File: config.mk
export PLATFORM = sky130hd
export DESIGN_NAME = input_conditioner
export DESIGN_NICKNAME = d
export VERILOG_FILES = /design/src/rtl/input_pkg.sv /design/src/rtl/key_debounce.sv /design/src/rtl/input_conditioner.sv
export SDC_FILE = /design/constraint.sdc
export NUM_CORES = 1
export LEC_CHECK = 0
export CORE_UTILIZATION = 58
export CTS_CLUSTER_DIAMETER = 80
export DETAILED_ROUTE_END_ITERATION = 12
export DONT_BUFFER_PORTS = 1
export GPL_ROUTABILITY_DRIVEN = 0
export GPL_TIMING_DRIVEN = 0
export PLACE_DENSITY = 0.85
export SLEW_MARGIN = 20
export SYNTH_ARGS = -nofsm -noshare
export SYNTH_HDL_FRONTEND = slang
export SYNTH_SLANG_ARGS = --single-unit
File: constraint.sdc
create_clock -name clk -period 5 [get_ports clk]
set_clock_uncertainty 0.1 [all_clocks]
set_input_delay 0.75 -clock clk [delete_from_list [all_inputs] [get_ports clk]]
set_output_delay 0.75 -clock clk [all_outputs]
set_load 0.005 [all_outputs]
File: src/rtl/input_pkg.sv
// rtl/input_pkg.sv - key indices and axis encodings shared by the input conditioner
package input_pkg;

  localparam int KEY_NUM   = 6;
  localparam int KEY_ENTER = 0;
  localparam int KEY_PAUSE = 1;
  localparam int KEY_UP    = 2;
  localparam int KEY_DOWN  = 3;
  localparam int KEY_LEFT  = 4;
  localparam int KEY_RIGHT = 5;

  typedef enum logic {
    AXIS_V_UP   = 1'b0,
    AXIS_V_DOWN = 1'b1
  } axis_v_e;

  typedef enum logic {
    AXIS_H_LEFT  = 1'b0,
    AXIS_H_RIGHT = 1'b1
  } axis_h_e;

endpackage

File: src/rtl/key_debounce.sv
// rtl/key_debounce.sv - one button channel: 2-FF sync, debounce, press pulse
// Optional auto-repeat pulses when KEY_AUTOREPEAT_EN is defined.
module key_debounce
  import input_pkg::*;
#(
  parameter int DEBOUNCE_CYCLES = 500000
`ifdef KEY_AUTOREPEAT_EN
  , parameter int REPEAT_DELAY  = 25000000
  , parameter int REPEAT_PERIOD = 5000000
`endif
) (
  input  logic clk,
  input  logic rst,
  input  logic btn_raw,
  output logic key_level,
  output logic key_press
);

  localparam int CW = $clog2(DEBOUNCE_CYCLES);
  localparam logic [CW-1:0] CNT_LAST = CW'(DEBOUNCE_CYCLES - 1);

  logic          r_sync1;
  logic          r_sync2;
  logic          r_stable;
  logic [CW-1:0] r_cnt;
  logic          r_press;

  logic w_differ;
  logic w_accept;
  logic w_rise;

  assign w_differ = (r_sync2 != r_stable);
  assign w_accept = w_differ && (r_cnt == CNT_LAST);
  assign w_rise   = w_accept && r_sync2;

  always_ff @(posedge clk) begin
    if (rst) begin
      r_sync1  <= 1'b0;
      r_sync2  <= 1'b0;
      r_stable <= 1'b0;
      r_cnt    <= '0;
    end else begin
      r_sync1 <= btn_raw;
      r_sync2 <= r_sync1;
      if (!w_differ || w_accept) begin
        r_cnt <= '0;
      end else begin
        r_cnt <= r_cnt + CW'(1);
      end
      if (w_accept) begin
        r_stable <= r_sync2;
      end
    end
  end

`ifdef KEY_AUTOREPEAT_EN
  localparam int RW = $clog2(REPEAT_DELAY);
  localparam logic [RW-1:0] REP_LAST   = RW'(REPEAT_DELAY - 1);
  localparam logic [RW-1:0] REP_RELOAD = RW'(REPEAT_DELAY - REPEAT_PERIOD);

  logic [RW-1:0] r_rcnt;
  logic          w_next_stable;
  logic          w_repeat;

  assign w_next_stable = w_accept ? r_sync2 : r_stable;
  // Only repeat while the key stays held through this edge.
  assign w_repeat = r_stable && w_next_stable && (r_rcnt == REP_LAST);

  always_ff @(posedge clk) begin
    if (rst || !r_stable) begin
      r_rcnt <= '0;
    end else if (w_repeat) begin
      r_rcnt <= REP_RELOAD;
    end else begin
      r_rcnt <= r_rcnt + RW'(1);
    end
  end

  always_ff @(posedge clk) begin
    if (rst) begin
      r_press <= 1'b0;
    end else begin
      r_press <= w_rise || w_repeat;
    end
  end
`else
  always_ff @(posedge clk) begin
    if (rst) begin
      r_press <= 1'b0;
    end else begin
      r_press <= w_rise;
    end
  end
`endif

  assign key_level = r_stable;
  assign key_press = r_press;

endmodule

File: src/rtl/input_conditioner.sv
// rtl/input_conditioner.sv - six debounced buttons with last-pressed-wins direction arbitration
// Defining KEY_AUTOREPEAT_EN adds auto-repeat press pulses.
module input_conditioner
  import input_pkg::*;
#(
  parameter int DEBOUNCE_CYCLES = 500000
`ifdef KEY_AUTOREPEAT_EN
  , parameter int REPEAT_DELAY  = 25000000
  , parameter int REPEAT_PERIOD = 5000000
`endif
) (
  input  logic               clk,
  input  logic               rst,
  input  logic [KEY_NUM-1:0] btn_raw,
  output logic [KEY_NUM-1:0] key_level,
  output logic [KEY_NUM-1:0] key_press,
  output logic               enter,
  output logic               pause,
  output logic               up,
  output logic               down,
  output logic               left,
  output logic               right
);

  axis_v_e r_last_v;
  axis_h_e r_last_h;

  for (genvar g = 0; g < KEY_NUM; g++) begin : g_key
    key_debounce #(
      .DEBOUNCE_CYCLES(DEBOUNCE_CYCLES)
`ifdef KEY_AUTOREPEAT_EN
      , .REPEAT_DELAY (REPEAT_DELAY)
      , .REPEAT_PERIOD(REPEAT_PERIOD)
`endif
    ) u_key (
      .clk      (clk),
      .rst      (rst),
      .btn_raw  (btn_raw[g]),
      .key_level(key_level[g]),
      .key_press(key_press[g])
    );
  end

  // UP and LEFT win a same-cycle tie on their axis.
  always_ff @(posedge clk) begin
    if (rst) begin
      r_last_v <= AXIS_V_UP;
      r_last_h <= AXIS_H_LEFT;
    end else begin
      if (key_press[KEY_UP]) begin
        r_last_v <= AXIS_V_UP;
      end else if (key_press[KEY_DOWN]) begin
        r_last_v <= AXIS_V_DOWN;
      end
      if (key_press[KEY_LEFT]) begin
        r_last_h <= AXIS_H_LEFT;
      end else if (key_press[KEY_RIGHT]) begin
        r_last_h <= AXIS_H_RIGHT;
      end
    end
  end

  assign enter = key_press[KEY_ENTER];
  assign pause = key_press[KEY_PAUSE];
  assign up    = key_level[KEY_UP]    & ~(key_level[KEY_DOWN]  & (r_last_v == AXIS_V_DOWN));
  assign down  = key_level[KEY_DOWN]  & ~(key_level[KEY_UP]    & (r_last_v == AXIS_V_UP));
  assign left  = key_level[KEY_LEFT]  & ~(key_level[KEY_RIGHT] & (r_last_h == AXIS_H_RIGHT));
  assign right = key_level[KEY_RIGHT] & ~(key_level[KEY_LEFT]  & (r_last_h == AXIS_H_LEFT));

endmodule

After elaboration in Yosys (flattened, before gate mapping):

Cells that the tools add are included.
W data, S select, Z words.

* reductions and logical operators: 32
* bitwise gates (word level): 14
* equality and inequality tests: 12
* add/subtract/negate cells: 6

Operator list (count)
* $add A19 B1 Y19 const B: 6
* $eq A19 B19 Y1 const B: 6
* $reduce_or A2 Y1: 8
* $logic_and A1 B1 Y1: 12
* $and A1 B1 Y1: 8
* $logic_not A1 Y1: 6
* $logic_or A1 B1 Y1: 6
* $ne A1 B1 Y1: 6
* $not A1 Y1: 6

* logic and storage cells: 96
* bits of input ports: 8
* output and inout port bits: 18
* flip-flop bits (word level): 140

Depth between registers and ports, before layout:

Gate-level depths: netlist of run 1.

* depth in word-level cells: 4
* mapped depth: 7
* gate-level depth less buffers: 5

Modules after synthesis:

From an unflattened synthesis of run 1, not the netlist that was laid out.

* cell total of the unflattened synthesis: 704
* area, all modules: 6351.1 µm²

Modules (own cells, without submodules)
* key_debounce: instances 6, seq. area each 460.4 µm², cells an instance 115, area each 1038.5 µm²
* input_conditioner: instances 1, seq. area each 40.0 µm², cells an instance 14, area each 120.1 µm²

Worst setup path after synthesis of run 1:

Ideal clock, no wire load.

* kind: register -> register
* from: register g_key[2].u_key.r_cnt[5]
* to: register g_key[2].u_key.r_cnt[10]
* required time: 4.785 ns
* path slack: 2.949 ns
* path buffers: 2
* data arrival time: 1.837 ns
* cell stages (with the launch flop): 7
* cell sequence: dfxtp_1 > buf_6 > or4_4 > or4_4 > o21ai_4 > buf_6 > nor2_1

* longest elaborated chain between the ends: 4
* elaborated cells on any way between the ends: 5

Ends and longest elaborated chain
* start, declared: line key_debounce.sv:25 `logic [CW-1:0] r_cnt;`
* start signal, assigned: line key_debounce.sv:48 `r_cnt <= r_cnt + CW'(1);`
* branches (longest 4 deep; another with $add A19 B1 Y19)

Several ways; the timed one is not identified.
A chain may end at the register's enable or synchronous reset.

Worst setup path in the final report of run 1:

* from: register g_key[1].u_key.r_cnt[0]
* to: register g_key[1].u_key.r_cnt[7]

* longest elaborated chain between the ends: 4
* elaborated cells on any way between the ends: 5

Ends and longest elaborated chain (line)
* start, declared: key_debounce.sv:25
* start signal, assigned: key_debounce.sv:48
* branches (longest 4 deep; another with $add A19 B1 Y19)

Several ways; the timed one is not identified.

==> impl_metrics.tcl, run 1 <==
set metrics [dict create \
    status "finished clean" \
    n_antenna_cell 0 \
    core_mm2 0.0104 \
    slew_headroom 0.564 \
    worst_slew_pin_slew_ps 648 \
    die_area_mm2 0.0112 \
    topRoutingLayerUsed "met4" \
    drv_cap 0 \
    numPortBuffers 0 \
    r2r-start "g_key[1].u_key.r_cnt[0]" \
    initial_utilization 0.601 \
    fin_crit_ps 2500 \
    final_cell_mix "dfxtp_1 (140), nor2_1 (106), xnor2_1 (51)" \
    critPathKind "reg -> reg" \
    grt_max_degree 17 \
    dpl_cell_area_mm2 0.00640 \
    numCtsBuffers 17 \
    rsz0062_at_grt "no" \
    startpoint_type "flip-flop" \
    synth_top_area_frac 0.450 \
    slowest_stage "or3_1" \
    endpoint_kind "flip-flop" \
    ys_seq_elements 140 \
    track_usage 0.248 \
    post_drt_wl_per_cell_um 14.8 \
    cts.sinks 140 \
    seq_area_mm2 0.00280 \
    drive_gt1_frac 0.0940 \
    wl_met3_um 568 \
    post-route-period-util 0.500 \
    postCtsSetupRepairBufs 0 \
    ctsHoldBuffers 0 \
    yosys.cell_types.count 44 \
    finalHoldViolations 0 \
    syn2layout_area_growth_pct 12.8 \
    hp-class "in -> reg" \
    drc 0 \
    r2r_slack_ps 2500 \
    io_pins 26 \
    yosysTopAreaCell "dfxtp_1" \
    die_x_um 106 \
    dpl.hpwl_mm 8.94 \
    critPathArrivalTime_ps 2810 \
    wl_met2_mm 6.42 \
    htree_levels 4 \
    layout_commonest_cell "dfxtp_1" \
    grt_pass1_vias 5033 \
    path_delay_family "simple AND/OR/NAND/NOR gates" \
    pre_cts_ws_ps 2570 \
    p_per_area_mw_per_mm2 349 \
    vdd_drop_max_mv 0.271 \
    num_vias 5176 \
    cts_resized 0 \
    syn-cell-area_mm2 0.00623 \
    setup_viol 0 \
    synth_ff_type "dfxtp_1" \
    clk_latency_ps 530 \
    async_reset_ff_frac 0 \
    via_per_inst 5.95 \
    routed_wl_mm 12.9 \
    whs_path_depth 1 \
    synth_edf_count 0 \
    cp_max_fo 10 \
    setup_slack_ps 2500 \
    fill_cells 822 \
    grt_pass1_wl_mm 22.1 \
    ys_seq_area_frac 0.450 \
    firstDrtPassIters 5 \
    rr_worst_depth 7 \
    netlist_instances 702 \
    drt_iter0_drc 277 \
    antenna_found_initial 0 \
    r2r-end "g_key[1].u_key.r_cnt[7]" \
    nNetsFinal 735 \
    yosys-top-cells-area "dfxtp_1 (45%), xnor2_1 (7.2%), nor2_1 (6.4%)" \
    path_buf_inv 2 \
    die_h_um 106 \
    grt_overflow 0 \
    final_antenna_net_count 0 \
    hold_start "btn_raw[0]" \
    fin_area_mm2 0.00703 \
    tns_ps 0 \
    cts_buffer_depth 2 \
    yosys_warnings 0 \
    rows 37 \
    synthesis.nets 716 \
    multi_input_area_mm2 0.00318 \
    cts_tree "built" \
    crit_required_ps 5310 \
    m1WireLength_mm 5.57 \
    clk_pin_slew_ps 60 \
    holdPathEnd "g_key[0].u_key.r_sync1" \
    syn_area_per_cell_um2 8.88 \
    utilization 0.678 \
    critPathMaxStageDelay_ps 410 \
    max_freq_mhz 400 \
    slew_violations 0 \
    worstPathCellList "ha_1, clkbuf_1, nand4_1, or3_1, o21ai_2, buf_2, nor2_1" \
    p_leak_nw 2.11 \
    root_buffer "clkbuf_8" \
]
[cells in the mapped netlist, drive strengths merged (4+ instances only)]
master and instances:
inv 15, a21boi 4, nand2 35, dfxtp 140, nand3 44, clkbuf 10, and3 10, nor4 21
a21oi 32, or3b 4, nor2b 12, nand4 34, o31ai 12, or4 20, and4 11, buf 21
or3 20, xor2 31, nor3 12, o21ai 24, xnor2 51, ha 6, nor2 106, nor4b 9
[logic make-up (layout without fill, tap and decap cells)]
| family | Yosys count | in the layout | share of synthesized area |
|---|---|---|---|
| and+or+nand+nor | 354 | 354 | 0.310 |
| DFF | 140 | 140 | 0.450 |
| xor gates and xnor gates | 82 | 82 | 0.115 |
| AOI/OAI and AO/OA | 74 | 74 | 0.0729 |
| buffers and inverters | 46 | 78 | 0.0400 |
| adders and majority gates | 6 | 6 | 0.0120 |
[state kept, by name, summed over array words and instances, names as in the netlist]
register               cells
g_key.u_key.key_level      6
g_key.u_key.r_sync1        6
g_key.u_key.key_press      6
r_last_v                   1
g_key.u_key.r_cnt        114
g_key.u_key.r_sync2        6
r_last_h                   1
[worst max-delay path by stage]
stage / startpoint / end / slack (ps) / cells past startpoint
global route: g_key[1].u_key.r_cnt[0] / g_key[1].u_key.r_cnt[7] / 2290 / 7
finish: g_key[1].u_key.r_cnt[0] / g_key[1].u_key.r_cnt[7] / 2500 / 7
global placement: g_key[1].u_key.r_cnt[0] / g_key[1].u_key.r_cnt[6] / 2650 / 7
detailed placement: g_key[1].u_key.r_cnt[0] / g_key[1].u_key.r_cnt[7] / 2570 / 7
floorplan: g_key[2].u_key.r_cnt[5] / g_key[2].u_key.r_cnt[10] / 2950 / 6
CTS: g_key[1].u_key.r_cnt[0] / g_key[1].u_key.r_cnt[7] / 2530 / 7
[worst reg2reg max path, stage by stage (launching register included)]
cell and delay, ps:
dfxtp_1 390, ha_1 160, clkbuf_1 360, nand4_1 220, or3_1 410, o21ai_2 350
buf_2 310, nor2_1 80
[where the power goes]
group | total [mW] | switching [mW] | internal, mW | leakage [nW]
clock network | 1.31 | 0.463 | 0.843 | 0.304
logic | 0.0237 | 0.0158 | 0.00797 | 0.679
registers | 1.13 | 0.00376 | 1.12 | 1.13
total | 2.45 | 0.482 | 1.97 | 2.11
[area by class of cell]
type,count,area share
buffer,31,0.0274
inverter,15,0.00801
tap,136,0.0242
multi-input combinational,516,0.452
sequential,140,0.399
clock inverter,8,0.0182
clock buffer,24,0.0712
[routing by layer]
layer	track usage	vias up
met5	0	-
met4	0.126	0
met3	0.0643	23
met2	0.422	127
met1	0.286	2490
li1	-	2536
[metrics by stage]
| step | cells | hold WS [ps] | total power, mW |
|---|---|---|---|
| after floorplan | 702 | 299 | 1.17 |
| after global placement | 838 | 315 | 1.17 |
| after detailed placement | 838 | 323 | 1.17 |
| after CTS | 870 | 223 | 2.48 |
| after global routing | 870 | 235 | 2.53 |
| final | 870 | 245 | 2.45 |
Power figures use the tool's default switching activity.
==> inputs of run 2 (changes only) <==
--- a/config.mk
+++ b/config.mk
@@ -5,6 +5,7 @@
 export SDC_FILE = /design/constraint.sdc
 export NUM_CORES = 1
 export LEC_CHECK = 0
+export ABC_AREA = 1
 export CORE_UTILIZATION = 58
 export CTS_CLUSTER_DIAMETER = 80
 export DETAILED_ROUTE_END_ITERATION = 12
==> constraint.sdc (replaced) <==
create_clock -name clk -period 2.6 [get_ports clk]
set_clock_uncertainty 0.1 [all_clocks]
set_input_delay 0.39 -clock clk [delete_from_list [all_inputs] [get_ports clk]]
set_output_delay 0.39 -clock clk [all_outputs]
set_load 0.005 [all_outputs]
==> impl_metrics.tcl, run 2 <==
set metrics [dict create \
    synthesis.nets 1026 \
    violations "DRC" \
    num_vias 5996 \
    fill_cells 1010 \
    drive_gt1_frac 0.0744 \
    fin_cells 1191 \
    syn2layout_area_growth_pct 12.2 \
    layout_commonest_cell "nand2_1" \
    die_x_um 111 \
    setup_slack_ps 806 \
    hp-class "reg -> reg" \
    startpoint_type "flip-flop" \
    critPathArrivalTime_ps 2010 \
    numPortBuffers 0 \
    p_leak_nw 2.74 \
    whs_path_depth 2 \
    final_antenna_net_count 0 \
    fin_area_mm2 0.00773 \
    top_register "g_key.u_key.r_cnt" \
    place_inst 1155 \
    p_switching_mw 0.915 \
    synth_top_area_frac 0.407 \
    syn_area_per_cell_um2 6.81 \
    path_buf_inv 1 \
    slowest_stage "dfxtp_1" \
    yosys.cell_types.count 33 \
    cp_max_fo 10 \
    hold_start "g_key[2].u_key.r_sync1" \
    post-route-period-util 0.690 \
    holdPathEnd "g_key[2].u_key.r_sync2" \
    m1WireLength_mm 6.37 \
    sequentialPowerShare 0.462 \
    cts_tree "built" \
    r2r-start "g_key[1].u_key.r_cnt[0]" \
    endpoint_kind "flip-flop" \
    core_mm2 0.0115 \
    critPathKind "reg -> reg" \
    routed_wl_mm 13.9 \
    status "finished, violations left" \
    rows 39 \
    r2r-end "g_key[1].u_key.r_cnt[9]" \
    yosys_warnings 0 \
    synth_edf_count 0 \
    grt_overflow 0 \
    grt_max_degree 17 \
    max_freq_mhz 557 \
    nNetsFinal 1051 \
    numCtsBuffers 17 \
    swShare 0.195 \
    cts_buffer_depth 2 \
    vdd_drop_max_mv 0.415 \
    critPathMaxStageDelay_ps 390 \
    io_pins 26 \
    drv_cap 0 \
    wl_met3_um 670 \
    fin_crit_ps 1790 \
    wl_met2_mm 6.64 \
    path_delay_family "simple AND/OR/NAND/NOR gates" \
    topRoutingLayerUsed "met4" \
    r2r_slack_ps 810 \
    drc 4 \
    finalPower_mw 4.69 \
    comb_power_share 0.013 \
    crit_required_ps 2820 \
    netlist_instances 1012 \
    initial_utilization 0.598 \
    yosys-top-cells-area "dfxtp_1 (41%), nand2_1 (14%), nor2_1 (12%)" \
    finalHoldViolations 0 \
    largest_reg_flops 114 \
    grt_pass1_wl_mm 23.7 \
    slew_violations 0 \
    track_usage 0.238 \
    yosysTopAreaCell "dfxtp_1" \
    p_clk_frac 0.525 \
    synth_commonest_cells "nand2_1 (250), nor2_1 (229), dfxtp_1 (140)" \
    htree_levels 4 \
    drt_iter0_drc 467 \
    cts.sinks 140 \
    clk_latency_ps 420 \
    firstDrtPassIters 10 \
    pre_cts_ws_ps 842 \
    via_per_inst 5.03 \
    die_h_um 111 \
    synth_ff_type "dfxtp_1" \
    p_per_area_mw_per_mm2 607 \
    clk_pin_slew_ps 60 \
    internal_power_mw 3.78 \
    yosysMostFrequentCell "nand2_1" \
    post_drt_wl_per_cell_um 11.7 \
    worstPathCellList "ha_1, nand3_4, nor3_2, nand2_2, nand2_4, buf_6, nor2_1" \
    ys_seq_elements 140 \
    tns_ps 0 \
    final_cell_mix "nand2_1 (250), nor2_1 (229), dfxtp_1 (140)" \
    async_reset_ff_frac 0 \
    postCtsSetupRepairBufs 0 \
    syn-cell-area_mm2 0.00689 \
    die_area_mm2 0.0123 \
    dpl_cell_area_mm2 0.00707 \
    n_antenna_cell 0 \
    antenna_found_initial 0 \
    setup_viol 0 \
    slew_headroom 0.554 \
    ys_seq_area_frac 0.407 \
    worst_slew_pin_slew_ps 669 \
    root_buffer "clkbuf_16" \
    dpl.hpwl_mm 9.85 \
    grt_pass1_vias 5562 \
    rr_worst_depth 7 \
    rsz0062_at_grt "no" \
]
-- run 2: cell count changes after synthesis, sizes merged, moves of 12 or more --
cell,change
nor2,+131
nand2,+223
nand3,+27
o31ai,-12
or3,-20
xnor2,-36
nor2b,-12
or4,-20
nand4,-17
o21ai,-12
nor4,-21
inv,+105
-- run 2: power groups by stage --
stage | Sequential (mW) | Combinational [mW] | Clock [mW]
after floorplan | 2.21 | 0.0391 | 0
after global placement | 2.21 | 0.0542 | 0
after detailed placement | 2.21 | 0.0552 | 0
after CTS | 2.17 | 0.0629 | 2.49
after global routing | 2.17 | 0.0689 | 2.60
final | 2.17 | 0.0619 | 2.46
-- run 2: worst reg2reg max path, stage by stage (launching register included) --
cell and delay, ps:
dfxtp_1 390, ha_1 290, nand3_4 150, nor3_2 270, nand2_2 120, nand2_4 150, buf_6 170, nor2_1 50
-- run 2: worst max-delay path by stage --
stage	from	end	slack (ps)	cells after the start
floorplan	g_key[1].u_key.r_cnt[0]	g_key[1].u_key.r_cnt[12]	1080	7
global placement	rst	g_key[3].u_key.r_cnt[17]	870	7
detailed placement	g_key[2].u_key.r_cnt[0]	g_key[2].u_key.r_cnt[6]	840	7
CTS	g_key[0].u_key.r_cnt[0]	g_key[0].u_key.r_cnt[9]	810	7
global route	g_key[0].u_key.r_cnt[0]	g_key[0].u_key.r_cnt[9]	670	7
finish	g_key[1].u_key.r_cnt[0]	g_key[1].u_key.r_cnt[9]	810	7
-- run 2: through the flow --
stage / hold slack [ps] / utilization
detailed placement: 294 / 0.614
global route: 318 / 0.671
floorplan: 288 / -
global placement: 290 / 0.614
finish: 298 / 0.671
CTS: 298 / 0.671
-- run 2: final cells by class --
cell class                 instances  area [µm²]  area share
clock inverter                     6         110      0.0142
sequential                       140        2800       0.362
timing repair buffer               6        60.1     0.00777
inverter                         120         450      0.0583
multi-input combinational        731        3470       0.449
buffer                            21         166      0.0215
clock buffer                      24         492      0.0636
tap                              143         179      0.0231
-- run 2: layer usage --
layer / up-vias / GRT usage
li1: 3182 / -
met2: 113 / 0.406
met3: 22 / 0.0683
met1: 2679 / 0.282
met4: 0 / 0.0922
met5: - / 0
-- run 2: cell families after synthesis --
kind of cell,after synthesis,synth area share
AND/OR/NAND/NOR,620,0.387
buffers and inverters,141,0.0895
flip-flops,140,0.407
AO/OA/AOI/OAI,57,0.0448
XOR/XNOR,48,0.0610
adder cells (fa/ha/maj),6,0.0109
-- run 2: repair_timing --
| action | in CTS | in global routing |
|---|---|---|
| gates resized for setup | 0 | 0 |
| setup endpoints to repair | 0 | 0 |
| hold buffers | 6 | 0 |
| hold endpoints to repair | 6 | 0 |
